File: src/rtl/fetch_buffer.sv
// ---------------------------------------------------------------------------
// fetch_buffer
//
// Instruction buffer between the fetch queue / ICache read stage and decode.
// Each fetched {pc, bid, instr} is captured in a circular register array and
// presented in order to decode through a valid/ready handshake. A registered
// readyn throttles the fetch queue early enough to absorb the queue's own
// readyn register plus the ICache access latency. A flush (branch commit
// override or snoop hit) discards all contents.
//
// Parameters:
//   DEPTH             number of entries (power of two, >= 4)
//   ADDR_WIDTH        log2(DEPTH)
//   READYN_THRESHOLD  readyn asserts when free entries after this cycle
//                     are <= this value (must be < DEPTH)
//
// Ports:
//   clk        in   clock, all state updates on posedge
//   resetn     in   synchronous reset, active-low
//   in_valid   in   fetched instruction valid
//   in_pc      in   [31:0] PC of the fetched instruction
//   in_bid     in   [3:0]  branch block id
//   in_instr   in   [31:0] instruction word
//   flush      in   discard all contents (and the same-cycle input)
//   readyn     out  registered stop request to the fetch queue
//   out_valid  out  head entry valid
//   out_ready  in   decode accepts the head this cycle
//   out_pc     out  [31:0] head PC
//   out_bid    out  [3:0]  head bid
//   out_instr  out  [31:0] head instruction
//   count      out  [ADDR_WIDTH:0] occupied entries, 0..DEPTH
//   overflow   out  sticky: a write was dropped while full (reset clears)
//
// Build option:
//   FETCH_BUFFER_BYPASS_EN  when defined, an input arriving at an empty
//                           buffer is presented to decode in the same cycle
//                           and is not stored if decode takes it at once.
// ---------------------------------------------------------------------------
module fetch_buffer #(
    parameter int DEPTH            = 8,
    parameter int ADDR_WIDTH       = 3,
    parameter int READYN_THRESHOLD = 3
) (
    input  logic                  clk,
    input  logic                  resetn,
    input  logic                  in_valid,
    input  logic [31:0]           in_pc,
    input  logic [3:0]            in_bid,
    input  logic [31:0]           in_instr,
    input  logic                  flush,
    output logic                  readyn,
    output logic                  out_valid,
    input  logic                  out_ready,
    output logic [31:0]           out_pc,
    output logic [3:0]            out_bid,
    output logic [31:0]           out_instr,
    output logic [ADDR_WIDTH:0]   count,
    output logic                  overflow
);

    localparam logic [ADDR_WIDTH:0] LP_DEPTH  = (ADDR_WIDTH+1)'(DEPTH);
    localparam logic [ADDR_WIDTH:0] LP_THRESH = (ADDR_WIDTH+1)'(READYN_THRESHOLD);

    logic [31:0]           r_pc    [DEPTH];
    logic [3:0]            r_bid   [DEPTH];
    logic [31:0]           r_instr [DEPTH];
    logic [ADDR_WIDTH-1:0] r_wptr;
    logic [ADDR_WIDTH-1:0] r_rptr;
    logic [ADDR_WIDTH:0]   r_count;
    logic                  r_readyn;
    logic                  r_overflow;

    logic                  w_empty;
    logic                  w_full;
    logic                  w_bypass;
    logic                  w_bypass_take;
    logic                  w_rd;
    logic                  w_rd_mem;
    logic                  w_wr;
    logic                  w_drop;
    logic [ADDR_WIDTH:0]   w_count_next;
    logic [ADDR_WIDTH:0]   w_free_next;
    logic                  w_readyn_next;

    assign w_empty = (r_count == '0);
    assign w_full  = (r_count == LP_DEPTH);

`ifdef FETCH_BUFFER_BYPASS_EN
    assign w_bypass = w_empty & in_valid & ~flush;
`else
    assign w_bypass = 1'b0;
`endif

    assign out_valid = ~w_empty | w_bypass;
    assign out_pc    = w_bypass ? in_pc    : r_pc[r_rptr];
    assign out_bid   = w_bypass ? in_bid   : r_bid[r_rptr];
    assign out_instr = w_bypass ? in_instr : r_instr[r_rptr];

    assign w_rd = out_valid & out_ready;

    // A bypassed input taken by decode in the same cycle never touches the
    // array: no write, no read, pointers and count stay put.
    assign w_bypass_take = w_bypass & out_ready;
    assign w_rd_mem      = w_rd & ~w_bypass_take;

    // Writing into a full buffer is fine when the head leaves this cycle.
    assign w_wr   = in_valid & ~flush & (~w_full | w_rd) & ~w_bypass_take;
    assign w_drop = in_valid & ~flush & w_full & ~w_rd;

    assign w_count_next  = r_count + (ADDR_WIDTH+1)'(w_wr) - (ADDR_WIDTH+1)'(w_rd_mem);
    assign w_free_next   = LP_DEPTH - w_count_next;
    assign w_readyn_next = (w_free_next <= LP_THRESH);

    always_ff @(posedge clk) begin
        if (!resetn) begin
            r_wptr     <= '0;
            r_rptr     <= '0;
            r_count    <= '0;
            r_readyn   <= 1'b0;
            r_overflow <= 1'b0;
        end else if (flush) begin
            // overflow is deliberately sticky across flushes
            r_wptr   <= '0;
            r_rptr   <= '0;
            r_count  <= '0;
            r_readyn <= 1'b0;
        end else begin
            if (w_wr) begin
                r_wptr <= r_wptr + ADDR_WIDTH'(1);
            end
            if (w_rd_mem) begin
                r_rptr <= r_rptr + ADDR_WIDTH'(1);
            end
            r_count  <= w_count_next;
            r_readyn <= w_readyn_next;
            if (w_drop) begin
                r_overflow <= 1'b1;
            end
        end
    end

    // Storage has no reset; contents are only meaningful below count.
    always_ff @(posedge clk) begin
        if (resetn && w_wr) begin
            r_pc[r_wptr]    <= in_pc;
            r_bid[r_wptr]   <= in_bid;
            r_instr[r_wptr] <= in_instr;
        end
    end

    assign readyn   = r_readyn;
    assign count    = r_count;
    assign overflow = r_overflow;

endmodule
File: config.mk
export PLATFORM = sky130hd
export DESIGN_NAME = fetch_buffer
export DESIGN_NICKNAME = d
export VERILOG_FILES = /design/src/rtl/fetch_buffer.sv
export SDC_FILE = /design/constraint.sdc
export NUM_CORES = 1
export LEC_CHECK = 0
export ABC_AREA = 1
export CORE_ASPECT_RATIO = 0.9
export CORE_MARGIN = 4
export CORE_UTILIZATION = 35
export DETAILED_ROUTE_END_ITERATION = 10
export REMOVE_ABC_BUFFERS = 1
export SYNTH_ARGS = -nofsm -noshare
export SYNTH_HDL_FRONTEND = slang
export SYNTH_SLANG_ARGS = --single-unit
File: constraint.sdc
create_clock -name clk -period 14.7 [get_ports clk]
set_input_delay 4.41 -clock clk [delete_from_list [all_inputs] [get_ports clk]]
set_output_delay 4.41 -clock clk [all_outputs]
set_load 0.1 [all_outputs]
=== Word-level counts from Yosys, hierarchy flattened ===
Memory sizes are Yosys's and may differ from the RTL's. A register that Yosys moved wholly into a read port is not among the register bits.
Index checks and enable logic that the tools add are counted.
Widths: inputs -> output; s select.

* Memory bits (writable): 544
* Memories kept: 3
* Output and inout port bits: 75
* Bits in registers: 12
* Logic and storage cells: 38

* Bitwise logic cells: 11
* Magnitude comparators: 1
* Equal/unequal tests: 1
* Reduce and logical (&&, ||, !) cells: 4
* Muxes and demuxes: 8
* $add $sub $neg: 5

{| class="wikitable"
|+ Memory list
! memory !! words !! width !! rd ports !! clocked after Yosys merged registers in !! wr ports !! line !! text
|-
| r_instr || 8 || 32 || 1 || 1 || 1 || 66 || <nowiki>logic [31:0] r_instr [DEPTH];</nowiki>
|-
| r_pc || 8 || 32 || 1 || 1 || 1 || 64 || <nowiki>logic [31:0] r_pc [DEPTH];</nowiki>
|-
| r_bid || 8 || 4 || 1 || 1 || 1 || 65 || <nowiki>logic [3:0] r_bid [DEPTH];</nowiki>
|}

{| class="wikitable"
|+ Operators with widths
! kind !! number
|-
| $mux 3 || 6
|-
| $add 3x1->3 const B || 2
|-
| $and 1x1->1 || 5
|-
| $not 1->1 || 5
|-
| $add 4x1->4 || 1
|-
| $eq 4x4->1 const B || 1
|-
| $le 4x2->1 const B || 1
|-
| $logic_not 4->1 || 1
|-
| $sub 4x1->4 || 1
|-
| $sub 4x4->4 const A || 1
|-
| $mux 1 || 2
|-
| $reduce_and 2->1 || 1
|-
| $reduce_or 2->1 || 1
|-
| $logic_and 1x1->1 || 1
|-
| $or 1x1->1 || 1
|}

=== Depth between registers and ports, before layout ===
Gate-level depths: netlist (run 1).

* Word-level depth: 9
* Gate-level depth with buffers: 16
* Mapped depth without buffers: 16

=== Worst setup path before layout (run 1) ===
Ideal clock, no wire load.

* Path kind: in2reg
* Start: in in_valid
* End: mem r_bid[4][0] (enable)
* Arrival: 9566 ps
* Path slack: 4556 ps
* Path buffers: 0
* Data required time: 14122 ps
* Stages: 4
* Cell sequence: inv_1 nor2_1 nand3_1 nor3_1

* Word-level cells in the longest chain between the ends: 5

{| class="wikitable"
|+ Ends and longest elaborated chain
! element !! line !! text
|-
| from (decl) || 46 || <nowiki>input logic in_valid,</nowiki>
|-
| $and 1x1->1 (2 in a row) || 107 || <nowiki>assign w_wr = in_valid & ~flush & (~w_full | w_rd) & ~w_bypass_take;</nowiki>
|-
| $logic_and 1x1->1 || 144 || <nowiki>if (resetn && w_wr) begin</nowiki>
|-
| $mux 1 || 144 ||
|-
| $mux 1 (implied by the code) || 146 || <nowiki>r_bid[r_wptr] <= in_bid;</nowiki>
|-
| to (decl) || 65 ||
|}

No other way between the ends.

==> summary.txt, run 1 <==
Outcome
  • Status: finished clean

STA
  • Tmin final: 9.77 ns
  • Slew headroom: 26.0%
  • Final Worst Setup Slack: 4.93 ns
  • Final setup violation count: 0
  • Final slew viol count: 0
  • Worst-margin pin slew: 1.11 ns
  • Worst hold slack: 0.461 ns
  • Hold Vio Cnt, Final: 0
  • RSZ-0062 raised after global routing: false
  • Clock skew: 0.0157 ns
  • F_max: 102 MHz
  • Setup TNS: 0 ns
  • Period Utilization, post-route: 66.5%

Placement
  • Port Buffers: 147
  • RePlAce Congestion: 0.725
  • HPWL Detailed: 26.6 mm
  • Dpl ws: 5.46 ns

Floorplan
  • Row cnt: 86
  • Num ports: 148
  • Core Footprint: 61100 um2
  • Die H: 244 um
  • Die outline width: 270 um
  • Die area: 65700 um2
  • Starting Density: 35.3%

Power
  • Power density cells: 148 nW/um2
  • Sequential share of power: 46.5%
  • Lkg Pwr: 0.00863 uW
  • Pint: 2810 uW
  • VDD IR-drop max: 0.0000865 V
  • Switching power: 1010 uW
  • Clock share of power: 39.6%
  • Logic pwr share: 13.8%
  • Sw Share: 26.4%

Logic synthesis
  • Synth Register Bits: 559
  • Syn Area/Cell: 13.2 um2
  • Post-synth top area share: 75.7%
  • Register area share after synthesis: 77.0%
  • Dominant cell type by area after synthesis: edfxtp_1
  • FFs w/ async S/R, synth: 0%
  • EDFF count, synth: 544
  • Post-Synthesis Cells: 1639
  • Complex-gate fraction of the synthesized area: 10.5%
  • Count of cell types in the netlist: 21
  • Top post-synthesis cells by count: edfxtp_1, nor2_1, o21ai_0
  • Top post-synthesis cells by area: edfxtp_1, o21ai_0, nor2_1
  • Dominant synthesized flop cell: edfxtp_1
  • Multiplexer share of the synthesized area: 0%
  • Post-synthesis simple-gate area fraction: 9.28%
  • Most frequent cell after synthesis: edfxtp_1
  • Synthesized cell area: 21600 um2
  • Post-Synth Adder-Cell Area: 0.556%
  • Post-synthesis xor/xnor area fraction: 0.0811%
  • Synthesis Warnings: 0
  • Largest family of logic cells by synthesized area: compound AO/OA/AOI/OAI gates

GRT
  • GRT Overall Usage: 15.6%
  • Grt peak-use layer: met2
  • Initial antenna violation count: 4
  • M1 GR Usage: 22.4%
  • Met2 Track Usage GR: 24.3%
  • Remaining global-route overflow: 0
  • Met3 usage: 3.35%
  • Largest net degree at the start of global routing: 137
  • Vias in the first global route: 13100
  • First-pass GRT wire length: 79.8 mm

Min path
  • Worst Hold Class: reg -> reg

Drt
  • Antenna Nets Post-Route: 0
  • Routed len/inst: 20.4 um
  • Vias: 13500
  • Vias per inst: 5.19
  • DRC: 0
  • Initial DRC count: 1129
  • Drt pass-1 iters: 5
  • Routed Wire Length: 53.2 mm

Clock network
  • CTS clk-pin slew, worst paths: 0.06 ns
  • CTS H-Tree Depth: 2
  • Post-CTS Hold Fix Bufs: 0
  • Root Driver: clkbuf_16
  • TritonCTS buffer count: 57
  • Post-CTS Resized: 0
  • Num Clock Sinks: 559
  • Clk_lat worst skew: 0.59 ns
  • CTS tree: done
  • CTS Buffer Depth: 3
  • Post-CTS setup buffer count: 0

Worst setup path
  • CP Data Required Time: 10.29 ns
  • Critical path startpoint category: register
  • Crit Path Class: reg -> out
  • CP Data Arrival Time: 5.36 ns
  • Crit Path Max Fanout: 101
  • Crit. End Element: output pin

Cells and area
  • Layout Utilization: 42.2%
  • Layout area overhead: 19.4%
  • Fin nets: 1846
  • Layout cell share with drive strength beyond 1: 6.74%

Job
  • Maxcap violations: 0
==> cells in the final DEF, fill, tap and decap left out, types with 4 or more instances in the layout <==
cell and n:
inv_1 17, nand3_1 9, clkbuf_1 7, o22ai_1 136, bufinv_16 11, ha_1 8, nand2_1 224, clkinv_1 12
o21ai_0 253, edfxtp_1 544, clkinv_2 10, inv_6 4, nor3_2 8, buf_4 23, a21oi_1 7, dfxtp_1 12
o21ai_1 21, clkdlybuf4s50_1 147, clkbuf_16 59, nor2_1 285
==> worst paths after layout <==
path / start / depth (start not counted) / slack, ns / end
max: register / 8 / 4.93 / out_pc[29]
min reg2reg: r_rptr[2]$_SDFFE_PP0N_ / 2 / 0.46 / register
max reg2reg: count[2]$_SDFF_PP0_ / 9 / 11.51 / r_instr[0][0]$_DFFE_PP_
min: r_rptr[2]$_SDFFE_PP0N_ / 2 / 0.46 / register
==> registers in the layout, indices dropped and copies added, names as in the netlist, named ones only <==
register / count
r_rptr: 3
count: 4
r_instr: 256
r_pc: 256
r_bid: 32
readyn: 1
r_wptr: 3
overflow: 1
==> power groups by stage <==
stage | sequential, uW | combinational (uW) | clock [uW]
6_report | 1780 | 528 | 1510
3_3_place_gp | 1810 | 524 | 0
5_1_grt | 1780 | 564 | 1620
2_1_floorplan | 1830 | 351 | 0
4_1_cts | 1780 | 532 | 1550
3_5_place_dp | 1810 | 530 | 0
==> metrics by stage <==
step,instances,cell area [um2],total power [uW]
4_1_cts,2601,25800,3860
3_5_place_dp,2497,23800,2340
2_1_floorplan,1535,21100,2180
6_report,2604,25800,3820
5_1_grt,2602,25800,3960
3_3_place_gp,2497,23800,2330
==> routing by layer <==
layer | wire length, um | part of all wire [%] | vias to the layer above
met5 | 13 | 0.024 | -
met4 | 1030 | 1.9 | 2
met3 | 3260 | 6.1 | 77
met2 | 24200 | 46 | 369
met1 | 24700 | 46 | 6810
li1 | - | - | 6256
==> cell type report <==
class                      count  area, um2
multi-input combinational    956       4440
tap                          792        991
antenna                        3       7.51
inverter                      20       86.3
fill                        5548      35300
clock inverter                38        469
clock buffer                  66       1500
sequential                   559      16600
timing repair buffer         170       1640
==> critical path, stage by stage, from the launching register on <==
cell and delay (ns):
dfxtp_4 0.58, inv_6 0.64, buf_4 0.96, buf_4 0.77, o21ai_0 0.16, o22ai_1 0.16
nand2_1 0.07, nand2_1 0.15, clkdlybuf4s50_1 1.19
==> logic make-up (layout without fill, tap and decap cells) <==
logic type | Yosys count | in the layout
DFF | 559 | 559
and+or+nand+nor | 527 | 527
other | 0 | 3
AOI/OAI and AO/OA | 418 | 418
xor gates and xnor gates | 2 | 2
buffers and inverters | 124 | 294
adders and majority gates | 9 | 9
(Power assumes the default switching activity.)
==> run 2: changes to the inputs <==
Clock period 14.7 ns to 8.7 ns, I/O delays scaled along.
==> summary.txt, run 2 (synthesized netlist as in run 1, its figures left out) <==
Outcome
  • Status: finished clean (unchanged)

Clock network
  • CTS clk-pin slew, worst paths: 0.06 ns (about the same)
  • TritonCTS buffer count: 59 (was 57)
  • Post-CTS Hold Fix Bufs: 0 (unchanged)
  • Num Clock Sinks: 559 (unchanged)
  • CTS H-Tree Depth: 2 (unchanged)
  • CTS tree: done (unchanged)
  • Post-CTS setup buffer count: 0 (unchanged)
  • Post-CTS Resized: 0 (unchanged)
  • Root Driver: clkbuf_16 (unchanged)
  • CTS Buffer Depth: 3 (unchanged)
  • Clk_lat worst skew: 0.60 ns (was 0.59 ns)

Floorplan
  • Row cnt: 86 (unchanged)
  • Core Footprint: 61100 um2 (unchanged)
  • Die outline width: 270 um (unchanged)
  • Num ports: 148 (unchanged)
  • Die area: 65700 um2 (unchanged)
  • Starting Density: 35.3% (unchanged)
  • Die H: 244 um (unchanged)

Power
  • Switching power: 1700 uW (was 1010 uW)
  • Sequential share of power: 48.0% (was 46.5%)
  • Clock share of power: 37.6% (was 39.6%)
  • Lkg Pwr: 0.00856 uW (was 0.00863 uW)
  • VDD IR-drop max: 0.000153 V (was 0.0000865 V)
  • Sw Share: 27.2% (was 26.4%)
  • Logic pwr share: 14.4% (was 13.8%)
  • Pint: 4540 uW (was 2810 uW)
  • Power density cells: 243 nW/um2 (was 148 nW/um2)

Placement
  • Area of placed instances: 23800 um2 (about the same)
  • Port Buffers: 147 (unchanged)
  • Placed Cells: 2498 (was 2497)
  • Dpl ws: 2.35 ns (was 5.46 ns)
  • HPWL Detailed: 25.8 mm (was 26.6 mm)
  • RePlAce Congestion: 0.740 (was 0.725)

Min path
  • Worst Hold Class: reg -> reg (unchanged)
  • Hold endpoint: r_rptr[0]$_SDFFE_PP0N_
  • Hold wc startpoint: r_rptr[0]$_SDFFE_PP0N_ (was r_rptr[2]$_SDFFE_PP0N_)
  • Worst Hold Depth: 1 (was 2)

Worst setup path
  • Crit Path Class: reg -> out (unchanged)
  • Crit. End Element: output pin (unchanged)
  • CP Data Arrival Time: 4.40 ns (was 5.36 ns)
  • Crit path largest cell delay: 1.14 ns (was 1.19 ns)
  • Slowest cell on crit path: clkdlybuf4s50_1 (unchanged)
  • R2R depth: 9 (unchanged)
  • Crit Path Max Fanout: 160 (was 101)
  • R2R setup slack: 5.53 ns (was 11.51 ns)
  • CP dominant cell by count: nand2_1
  • Critical path startpoint category: register (unchanged)
  • Worst r2r dst: r_pc[0][4]$_DFFE_PP_ (was r_instr[0][0]$_DFFE_PP_)
  • Worst-path cell chain: inv_6 -> buf_4 -> o21ai_0 -> o22ai_1 -> nand2_1 -> nand2_1 -> clkdlybuf4s50_1 (was inv_6 -> buf_4 -> buf_4 -> o21ai_0 -> o22ai_1 -> nand2_1 -> nand2_1 -> clkdlybuf4s50_1)
  • CP Data Required Time: 6.09 ns (was 10.29 ns)
  • FF-to-FF Start: count[2]$_SDFF_PP0_ (unchanged)

Drt
  • Initial DRC count: 872 (was 1129)
  • Antenna Nets Post-Route: 0 (unchanged)
  • Drt pass-1 iters: 5 (unchanged)
  • Met2 wire length: 24.1 mm (was 24.2 mm)
  • Routed wl met3: 2.91 mm (was 3.26 mm)
  • Routed len/inst: 20.0 um (was 20.4 um)
  • Highest Signal Layer: met5 (unchanged)
  • Vias: 13400 (was 13500)
  • DRT met1 WL: 23.9 mm (was 24.7 mm)
  • Routed Wire Length: 52.1 mm (was 53.2 mm)
  • DRC: 0 (unchanged)
  • Vias per inst: 5.15 (was 5.19)

Cells and area
  • Top Registers: r_instr: 256 flops, r_pc: 256 flops, r_bid: 32 flops (unchanged)
  • Fillers: 5586 (was 5548)
  • Layout area overhead: 18.7% (was 19.4%)
  • Commonest non-fill, non-tap cell in the layout: edfxtp_1 (unchanged)
  • Layout cell share with drive strength beyond 1: 6.51% (was 6.74%)
  • Fin nets: 1849 (was 1846)
  • Final Instance Area: 25600 um2 (was 25800 um2)
  • ANT cells: 0 (was 3)
  • Sequential cell area: 16600 um2 (unchanged)
  • Final cell count without fillers: 2604 (unchanged)
  • Commonest cells after routing, fill and taps aside: edfxtp_1, nor2_1, o21ai_0, nand2_1, clkdlybuf4s50_1 (unchanged)
  • Multi-input combinational cell area: 4440 um2 (unchanged)

GRT
  • Vias in the first global route: 13100 (about the same)
  • GRT Overall Usage: 15.3% (was 15.6%)
  • First-pass GRT wire length: 78.5 mm (was 79.8 mm)
  • Remaining global-route overflow: 0 (unchanged)
  • Initial antenna violation count: 2 (was 4)
  • Largest net degree at the start of global routing: 224 (was 137)

STA
  • Final setup violation count: 0 (unchanged)
  • Period Utilization, post-route: 80.5%
  • Final slew viol count: 0 (unchanged)
  • Final Worst Setup Slack: 1.69 ns (was 4.93 ns)
  • F_max: 143 MHz
  • Tmin final: 7.01 ns
  • Clock skew: 0.0147 ns (was 0.0157 ns)
  • Slew headroom: 16.5% (was 26.0%)
  • Hold Vio Cnt, Final: 0 (unchanged)
  • RSZ-0062 raised after global routing: false (unchanged)
  • Worst-margin pin slew: 1.25 ns (was 1.11 ns)

Job
  • Maxcap violations: 0 (unchanged)
-- run 2: worst max path at each step --
stage	end	startpoint	cells after the start	slack, ns
6_report	out_instr[17]	register	7	1.69
5_1_grt	out_instr[15]	register	7	1.45
3_5_place_dp	out_pc[25]	register	7	2.35
2_1_floorplan	out_bid[0]	register	5	-2.96
4_1_cts	out_pc[25]	register	7	1.70
3_3_place_gp	out_instr[15]	register	7	2.33
-- run 2: worst max-delay path, delay by kind of cell (launching register included) --
kind	cells	cell delay, ns
simple gates	2	0.21
flops	1	0.51
compound gates	2	0.34
buf+inv	3	2.53
-- run 2: layout make-up --
class / count / share of cell area (%)
clock inverters: 31 / 0.928
multi-input cells: 956 / 17.3
well taps: 792 / 3.87
clock buffers: 75 / 6.08
repair buffers: 171 / 6.49
flip-flops and latches: 559 / 65.0
inverters: 20 / 0.337
-- run 2: per-layer routing --
layer / up-vias / GRT usage, %
met5: - / 0
met4: 4 / 4.27
met3: 95 / 3.29
met2: 339 / 24.6
met1: 6714 / 21.1
li1: 6256 / -
-- run 2: power groups by stage --
| stage | clock network [uW] | logic (uW) | registers [uW] |
|---|---|---|---|
| 2_1_floorplan | 0 | 594 | 3090 |
| 3_3_place_gp | 0 | 893 | 3050 |
| 3_5_place_dp | 0 | 902 | 3050 |
| 4_1_cts | 2400 | 905 | 2990 |
| 5_1_grt | 2510 | 959 | 2990 |
| 6_report | 2340 | 897 | 2990 |
-- run 2: through the flow --
| stage | util [%] | power (uW) | hold slack [ns] | setup TNS, ns |
|---|---|---|---|---|
| after floorplan | - | 3690 | 0.433 | -201.60 |
| after CTS | 41.9 | 6290 | 0.487 | 0 |
| after global routing | 41.9 | 6460 | 0.509 | 0 |
| after detailed placement | 39.0 | 3950 | 0.472 | 0 |
| after global placement | 39.0 | 3940 | 0.461 | 0 |
| final | 41.9 | 6230 | 0.486 | 0 |
